==> src/rtl/cfg_stream_loader_if.sv <==
// Serial configuration input plus the committed configuration word and status flags.
interface cfg_stream_loader_if #(
  parameter int NUM_CLUSTERS = 8,
  parameter int CFG_BITS     = 16
);
  localparam int TOTAL = NUM_CLUSTERS * CFG_BITS;

  logic             config_en;
  logic             config_in;
  logic [TOTAL-1:0] cfg_out;
  logic             cfg_load;
  logic             cfg_done;
  logic             cfg_error;
  logic             busy;

  modport master (
    output config_en, config_in,
    input  cfg_out, cfg_load, cfg_done, cfg_error, busy
  );

  modport slave (
    input  config_en, config_in,
    output cfg_out, cfg_load, cfg_done, cfg_error, busy
  );
endinterface

==> src/rtl/cfg_stream_loader.sv <==
// Deserializes a sync-framed, even-parity bitstream into the cluster configuration word.
// The live configuration is only replaced once a whole frame passes its parity check.
module cfg_stream_loader #(
  parameter int         NUM_CLUSTERS = 8,
  parameter int         CFG_BITS     = 16,
  parameter logic [7:0] SYNC_WORD    = 8'hA5
) (
  input logic               clk,
  input logic               rst,
  cfg_stream_loader_if.slave bus
);
  localparam int            TOTAL = NUM_CLUSTERS * CFG_BITS;
  localparam int            CW    = $clog2(TOTAL) + 1;
  localparam logic [CW-1:0] LAST  = CW'(TOTAL - 1);

  typedef enum logic [1:0] {ST_HUNT, ST_LOAD, ST_PARITY} state_t;

  state_t             r_state;
  logic [7:0]         r_window;
  logic [TOTAL-1:0]   r_shadow;
  logic [CW-1:0]      r_count;
  logic               r_parity;
  logic [TOTAL-1:0]   r_cfg_out;
  logic               r_load;
  logic               r_done;
  logic               r_error;
  logic               r_busy;

  state_t             w_state_nxt;
  logic [7:0]         w_window_nxt;
  logic [7:0]         w_win_shift;
  logic [TOTAL-1:0]   w_shadow_nxt;
  logic [CW-1:0]      w_count_nxt;
  logic               w_parity_nxt;
  logic [TOTAL-1:0]   w_cfg_out_nxt;
  logic               w_load_nxt;
  logic               w_done_nxt;
  logic               w_error_nxt;
  logic               w_busy_nxt;

  always_ff @(posedge clk) begin
    if (rst) begin
      r_state   <= ST_HUNT;
      r_window  <= '0;
      r_shadow  <= '0;
      r_count   <= '0;
      r_parity  <= 1'b0;
      r_cfg_out <= '0;
      r_load    <= 1'b0;
      r_done    <= 1'b0;
      r_error   <= 1'b0;
      r_busy    <= 1'b0;
    end else begin
      r_state   <= w_state_nxt;
      r_window  <= w_window_nxt;
      r_shadow  <= w_shadow_nxt;
      r_count   <= w_count_nxt;
      r_parity  <= w_parity_nxt;
      r_cfg_out <= w_cfg_out_nxt;
      r_load    <= w_load_nxt;
      r_done    <= w_done_nxt;
      r_error   <= w_error_nxt;
      r_busy    <= w_busy_nxt;
    end
  end

  always_comb begin
    w_state_nxt   = r_state;
    w_window_nxt  = r_window;
    w_win_shift   = {r_window[6:0], bus.config_in};
    w_shadow_nxt  = r_shadow;
    w_count_nxt   = r_count;
    w_parity_nxt  = r_parity;
    w_cfg_out_nxt = r_cfg_out;
    w_load_nxt    = 1'b0;
    w_done_nxt    = r_done;
    w_error_nxt   = r_error;

    if (bus.config_en) begin
      case (r_state)
        ST_HUNT: begin
          w_window_nxt = w_win_shift;
          if (w_win_shift == SYNC_WORD) begin
            w_state_nxt  = ST_LOAD;
            w_count_nxt  = '0;
            w_parity_nxt = 1'b0;
            w_done_nxt   = 1'b0;
            w_error_nxt  = 1'b0;
          end
        end
        ST_LOAD: begin
          // First payload bit ends up in the MSB after TOTAL shifts.
          w_shadow_nxt = {r_shadow[TOTAL-2:0], bus.config_in};
          w_parity_nxt = r_parity ^ bus.config_in;
          w_count_nxt  = r_count + 1'b1;
          if (r_count == LAST) w_state_nxt = ST_PARITY;
        end
        ST_PARITY: begin
          if ((r_parity ^ bus.config_in) == 1'b0) begin
            w_cfg_out_nxt = r_shadow;
            w_load_nxt    = 1'b1;
            w_done_nxt    = 1'b1;
          end else begin
            w_error_nxt = 1'b1;
          end
          w_state_nxt  = ST_HUNT;
          w_window_nxt = '0;
        end
        default: w_state_nxt = ST_HUNT;
      endcase
    end

    w_busy_nxt = (w_state_nxt == ST_LOAD) || (w_state_nxt == ST_PARITY);
  end

  assign bus.cfg_out   = r_cfg_out;
  assign bus.cfg_load  = r_load;
  assign bus.cfg_done  = r_done;
  assign bus.cfg_error = r_error;
  assign bus.busy      = r_busy;
endmodule
==> src/flat_wrapper.sv <==
// flat-port wrapper written by rule: the top's interface ports become plain ports
module cfg_stream_loader_flat 
#(
  parameter int         NUM_CLUSTERS = 8,
  parameter int         CFG_BITS     = 16,
  parameter logic [7:0] SYNC_WORD    = 8'hA5
)
  (clk, rst, bus_config_en, bus_config_in, bus_cfg_out, bus_cfg_load, bus_cfg_done, bus_cfg_error, bus_busy);
  cfg_stream_loader_if #(.NUM_CLUSTERS(NUM_CLUSTERS), .CFG_BITS(CFG_BITS)) bus_i ();
  input logic clk;
  input logic rst;
  input wire logic [$bits(bus_i.config_en)-1:0] bus_config_en;
  input wire logic [$bits(bus_i.config_in)-1:0] bus_config_in;
  output wire logic [$bits(bus_i.cfg_out)-1:0] bus_cfg_out;
  output wire logic [$bits(bus_i.cfg_load)-1:0] bus_cfg_load;
  output wire logic [$bits(bus_i.cfg_done)-1:0] bus_cfg_done;
  output wire logic [$bits(bus_i.cfg_error)-1:0] bus_cfg_error;
  output wire logic [$bits(bus_i.busy)-1:0] bus_busy;
  assign bus_i.config_en = bus_config_en;
  assign bus_i.config_in = bus_config_in;
  assign bus_cfg_out = bus_i.cfg_out;
  assign bus_cfg_load = bus_i.cfg_load;
  assign bus_cfg_done = bus_i.cfg_done;
  assign bus_cfg_error = bus_i.cfg_error;
  assign bus_busy = bus_i.busy;
  cfg_stream_loader #(.NUM_CLUSTERS(NUM_CLUSTERS), .CFG_BITS(CFG_BITS), .SYNC_WORD(SYNC_WORD)) u_core (.clk(clk), .rst(rst), .bus(bus_i));
endmodule
==> config.mk <==
export PLATFORM = sky130hd
export DESIGN_NAME = cfg_stream_loader_flat
export DESIGN_NICKNAME = d
export VERILOG_FILES = /design/src/rtl/cfg_stream_loader_if.sv /design/src/rtl/cfg_stream_loader.sv /design/src/flat_wrapper.sv
export SDC_FILE = /design/constraint.sdc
export NUM_CORES = 1
export LEC_CHECK = 0
export CAP_MARGIN = 10
export CORE_ASPECT_RATIO = 2
export CORE_MARGIN = 1
export CORE_UTILIZATION = 37
export DETAILED_ROUTE_END_ITERATION = 8
export PLACE_DENSITY = 0.58
export RECOVER_POWER = 50
export SKIP_CTS_REPAIR_TIMING = 1
export SLEW_MARGIN = 10
export SYNTH_ARGS = -nofsm -noshare
export SYNTH_HDL_FRONTEND = slang
export SYNTH_SLANG_ARGS = --single-unit
==> constraint.sdc <==
create_clock -name clk -period 1.7 [get_ports clk]
set_input_delay 0.425 -clock clk [delete_from_list [all_inputs] [get_ports clk]]
set_output_delay 0.425 -clock clk [all_outputs]
set_load 0.005 [all_outputs]
==> reports/metrics.yaml, run 1 <==
io_buffer_count: 135
cts_tree: "yes"
synthSimpleGateAreaFrac_pct: 23.0
wl_per_cell_um: 13.9
synthFlopType: "dfxtp_1"
die_y_um: 232
worstHoldPathType: "primary input to register"
rows: 83
drc: 0
critPathCaptureType: "output port"
place_area_um2: 11600
synth_area_per_cell_um2: 7.93
synth-xor-area-share_pct: 0.0899
vdd_drop_max_mv: 0.672
yosysWarningCount: 0
netlist_top_cells_area: "dfxtp_1 57%, nand2_1 20%, a21oi_1 14%, clkbuf_1 2.0%, buf_2 1.2%"
grt_pass1_wl_um: 37600
startpoint_type: "register"
layout-drive-gt1-share_pct: 6.35
path_cells: "clkdlybuf4s25_1"
period_needed_ns: 1.59
grt-ovfl-total: 0
cts.sinks: 278
fmax_mhz: 628
dpl.cell_count: 1652
core-area_um2: 25800
drtIter0Drc: 444
grt_max_degree: 81
skew_ns: 0.0197
clkTransAtPathRegs_ns: 0.07
synth.top_cell.area_share_pct: 57.1
syn-num-nets: 1234
synth-seq-area-share_pct: 57.1
die_area_um2: 27000
synth_cell_types: 37
finalHoldViolations: 0
start_util_pct: 37.8
diodes: 0
clk_latency_ns: 0.53
muxShareOfSynthArea_pct: 0
grt_usage_pct: 17.2
synth_area_um2: 9740
critPathTopFamily: "flip-flops"
io_pins: 136
place_congestion: 0.781
synthAdderAreaFrac_pct: 0.128
rsz0062_at_grt: "no"
cp_data_arrival_time_ns: 1.17
final_nets: 1345
final_area_um2: 12600
slew_violations: 0
place_ws_ns: -0.551
htree_levels: 1
route.vias.total: 8145
async_flop_share_pct: 0
synth_edf_count: 0
tightestPinTransition_ns: 0.505
synth_top_cell_by_area: "dfxtp_1"
dieWidth_um: 117
critPathMaxStageDelay_ns: 0.36
p_leak_nw: 5.02
required_ns: 1.27
synth_top_family_by_area: "simple AND/OR/NAND/NOR gates"
max-clock-path-buffers: 3
status: "completed"
antenna_found_initial: 0
firstDrtPassIters: 4
hpwl_um: 14400
fin_ws_ns: 0.107
final_cell_count_no_fill: 1694
final_core_util_pct: 49.0
fill_cells: 2680
grt_pass1_vias: 7732
path_buf_inv: 1
ys_ff_latch: 278
maxCapViolCount: 0
via_per_inst: 4.81
syn2layout_area_growth_pct: 29.5
path_max_fanout: 2
synth_compound_area_share_pct: 15.0
synthCells: 1229
wl_um: 23500
slew-limit-headroom_pct: 66.3
p_per_area_nw_per_um2: 1000
slowest_stage: "dfxtp_2"
finalSetupViolations: 0
ant_nets: 0
min_period_over_period_pct: 93.7
clockRootBuffer: "clkbuf_16"
path_class: "register to output port"
cts_made_buffers: 25
[kinds of logic after synthesis]
group / count (synthesis)
and+or+nand+nor: 568
AOI/OAI and AO/OA: 287
DFF: 278
buffers and inverters: 94
xor gates and xnor gates: 1
adders and majority gates: 1
[synth_stat cells (all sizes together) (2+ instances only)]
cell type,instances
nor2b,3
o21ai,5
nand4,3
buf,42
o31ai,3
nand3,11
or4,3
nand2,525
a21oi,273
and2,2
o22ai,2
nand2b,3
dfxtp,278
and4bb,2
nor3,3
or3,3
nor2,6
clkbuf,51
[per-layer routing]
metal | share of wire, % | vias to the layer above | track usage (%)
met5 | 0 | - | 0
met2 | 54 | 134 | 32.2
li1 | - | 4195 | -
met4 | 2.4 | 0 | 6.37
met3 | 3.4 | 31 | 2.22
met1 | 40 | 3785 | 19.3
[cell usage in the layout (no fill, tap or decap), drive strengths merged, types with 5 or more instances in the layout]
| cell | instances |
|---|---|
| buf | 39 |
| nand3 | 11 |
| clkdlybuf4s25 | 74 |
| a21oi | 273 |
| nand2 | 525 |
| dlymetal6s2s | 48 |
| bufinv | 5 |
| clkbuf | 37 |
| dlymetal6s4s | 11 |
| dfxtp | 278 |
| nor2 | 6 |
| o21ai | 5 |
[worst paths after layout]
path,from,endpoint,slack [ns],cells after the start
worst max register to register,u_core.r_state[1],u_core.r_shadow[39],0.12,6
worst max-delay path,u_core.bus.cfg_out[79],bus_cfg_out[79],0.11,1
worst min register to register,u_core.r_window[6],u_core.r_window[6],0.45,2
worst min-delay path,rst,u_core.r_shadow[123],0.22,2
[metrics by stage]
step	hold slack [ns]	power, mW	setup TNS, ns
2_1_floorplan	0.427	6.78	0
3_3_place_gp	0.436	6.85	-96.31
3_5_place_dp	0.444	6.85	-103.88
4_1_cts	0.198	12.8	-17.14
5_1_grt	0.214	13.1	0
6_report	0.221	12.6	0
[sequential cells by signal, indices dropped and copies added (netlist names)]
register	cells
u_core.r_count	8
u_core.bus.busy	1
u_core.bus.cfg_done	1
u_core.r_shadow	128
u_core.bus.cfg_out	128
u_core.bus.cfg_error	1
u_core.r_state	2
u_core.r_parity	1
u_core.r_window	7
u_core.bus.cfg_load	1
[power by group]
part	internal, mW	total [mW]	leakage, nW	switching (mW)
Sequential	6.52	6.52	2.24	0.00526
Clock	3.54	5.93	0.408	2.40
Combinational	0.0489	0.181	2.37	0.132
Total	10.1	12.6	5.02	2.53
[cell type report]
type                       instances  area [µm²]  area share [%]
timing repair buffer             177        2030            16.1
clock inverter                     8         168            1.33
inverter                           1        3.75          0.0298
clock buffer                      33         676            5.36
sequential                       278        5570            44.1
tap                              340         425            3.37
multi-input combinational        857        3750            29.7
Note: power is estimated with default switching activity, not from simulation.
==> inputs of run 2 (changes only) <==
--- a/config.mk
+++ b/config.mk
@@ -9,6 +9,7 @@
 export CORE_ASPECT_RATIO = 2
 export CORE_MARGIN = 1
 export CORE_UTILIZATION = 37
+export CTS_CLUSTER_SIZE = 10
 export DETAILED_ROUTE_END_ITERATION = 8
 export PLACE_DENSITY = 0.58
 export RECOVER_POWER = 50
==> run 2 against run 1 <==
Effect of this change:
- clock skew down 0.0043 ns
- first-iteration DRC count up 2.9%
- worst setup slack worse by 0.0029 ns
- power down 3.0%
- final cell count down 0.47%
- non-clock buffer count up 1
- design area down 0.18%
- fmax down 0.18%
- via count up 0.29%
==> reports/metrics.yaml, run 2 (synthesis results as in run 1) <==
finalSetupViolations: 0  # unchanged
clkTransAtPathRegs_ns: 0.05  # -0.02 ns
route.vias.total: 8169  # +0.29%
place_congestion: 0.781  # unchanged
slew-limit-headroom_pct: 66.6  # +0.32 points
fill_cells: 2692  # +0.45%
diodes: 0  # unchanged
syn2layout_area_growth_pct: 29.2
final-seq-area_um2: 5570  # about the same
layout-drive-gt1-share_pct: 6.54  # +0.19 points
required_ns: 1.27  # about the same
p_per_area_nw_per_um2: 973  # -2.8%
path_max_fanout: 2  # unchanged
dpl.cell_count: 1652  # unchanged
final_common_cell: "nand2_1"
finalHoldViolations: 0  # unchanged
cts_tree: "yes"
final_area_um2: 12600  # -0.18%
antenna_found_initial: 0  # unchanged
firstDrtPassIters: 5  # +1
p_leak_nw: 4.94  # -1.6%
grt_pass1_vias: 7762  # +0.39%
grt-ovfl-total: 0  # unchanged
critPathCaptureType: "output port"
slowest_stage: "dfxtp_2"
die_area_um2: 27000  # unchanged
min_period_over_period_pct: 93.9  # +0.17 points
via_per_inst: 4.85  # +0.77%
clockRootBuffer: "clkbuf_16"
core-area_um2: 25800  # unchanged
start_util_pct: 37.8  # unchanged
status: "completed"
io_buffer_count: 135  # unchanged
vdd_drop_max_mv: 0.751  # +12%
slew_violations: 0  # unchanged
hpwl_um: 14400  # unchanged
layout_common_cells: "525 x nand2_1, 272 x a21oi_1, 271 x dfxtp_1"
clk_latency_ns: 0.54  # about the same
cts_made_buffers: 31  # +24%
period_needed_ns: 1.60  # +0.00286 ns
path_cells: "clkdlybuf4s25_1"
final_cell_count_no_fill: 1686  # -0.47%
dieWidth_um: 117  # unchanged
maxCapViolCount: 0  # unchanged
rows: 83  # unchanged
grt_max_degree: 81  # unchanged
wl_per_cell_um: 14.0  # +0.65%
critPathMaxStageDelay_ns: 0.35  # about the same
rsz0062_at_grt: "no"
drtIter0Drc: 457  # +2.9%
io_pins: 136  # unchanged
ant_nets: 0  # unchanged
tightestPinTransition_ns: 0.500  # -0.00484 ns
wl_um: 23500  # +0.17%
die_y_um: 232  # unchanged
cts.sinks: 278  # unchanged
place_area_um2: 11600  # unchanged
cp_data_arrival_time_ns: 1.17  # about the same
multi_input_area_um2: 3750  # unchanged
fmax_mhz: 627  # -0.18%
path_buf_inv: 1  # unchanged
max-clock-path-buffers: 3  # unchanged
skew_ns: 0.0154  # -0.00433 ns
path_class: "register to output port"
drc: 0  # unchanged
grt_pass1_wl_um: 37300  # -0.66%
critPathTopFamily: "flip-flops"
startpoint_type: "register"
whs_ns: 0.207  # -0.0144 ns
final_nets: 1352  # +0.52%
grt_usage_pct: 17.1  # -0.15 points
htree_levels: 1  # unchanged
worstHoldPathType: "primary input to register"
==> run 2: cell count changes in the layout (fill, tap and decap cells not counted), moves of 2 or more <==
cell / previous run / this run
bufinv_16: 5 / 0
clkbuf_1: 8 / 2
clkbuf_16: 25 / 33
clkdlybuf4s25_1: 74 / 78
clkinv_2: 2 / 0
dfxtp_1: 275 / 271
dfxtp_2: 3 / 7
dlymetal6s2s_1: 48 / 31
dlymetal6s4s_1: 11 / 24
==> run 2: power by group <==
group	internal [mW]	leakage [nW]	switching, mW
logic	0.0482	2.31	0.131
registers	6.52	2.24	0.00526
clock network	3.22	0.389	2.33
==> run 2: worst paths after layout <==
check	start	to	depth (start not counted)	slack [ns]
worst min-delay path	rst	u_core.r_shadow[123]	2	0.21
worst min register to register	u_core.r_window[6]	u_core.r_window[6]	2	0.45
worst max-delay path	u_core.bus.cfg_out[79]	bus_cfg_out[79]	1	0.10
worst max register to register	u_core.r_state[1]	u_core.r_shadow[27]	6	0.14
==> run 2: routing by layer <==
layer,track usage [%],vias up,share of wire [%]
met1,18.9,3806,40
met2,32.3,143,54
met3,2.33,28,3.5
met5,0,-,0
met4,5.97,0,2.1
li1,-,4192,-
==> run 2: stage by stage <==
step / util (%) / TNS, ns / setup WS, ns / power, mW
6_report: 48.9 / 0 / 0.104 / 12.3
5_1_grt: 48.9 / 0 / 0.0127 / 12.7
4_1_cts: 48.1 / -18.08 / -0.267 / 12.4
3_5_place_dp: 45.0 / -103.88 / -0.551 / 6.85
3_3_place_gp: 45.0 / -96.31 / -0.506 / 6.85
2_1_floorplan: - / 0 / 0.178 / 6.78
==> run 2: cell type report <==
cell class | count | share of cell area [%]
flip-flops and latches | 278 | 44.3
multi-input cells | 857 | 29.8
repair buffers | 178 | 16.3
clock buffers | 32 | 6.27
well taps | 340 | 3.38
inverters | 1 | 0.0298
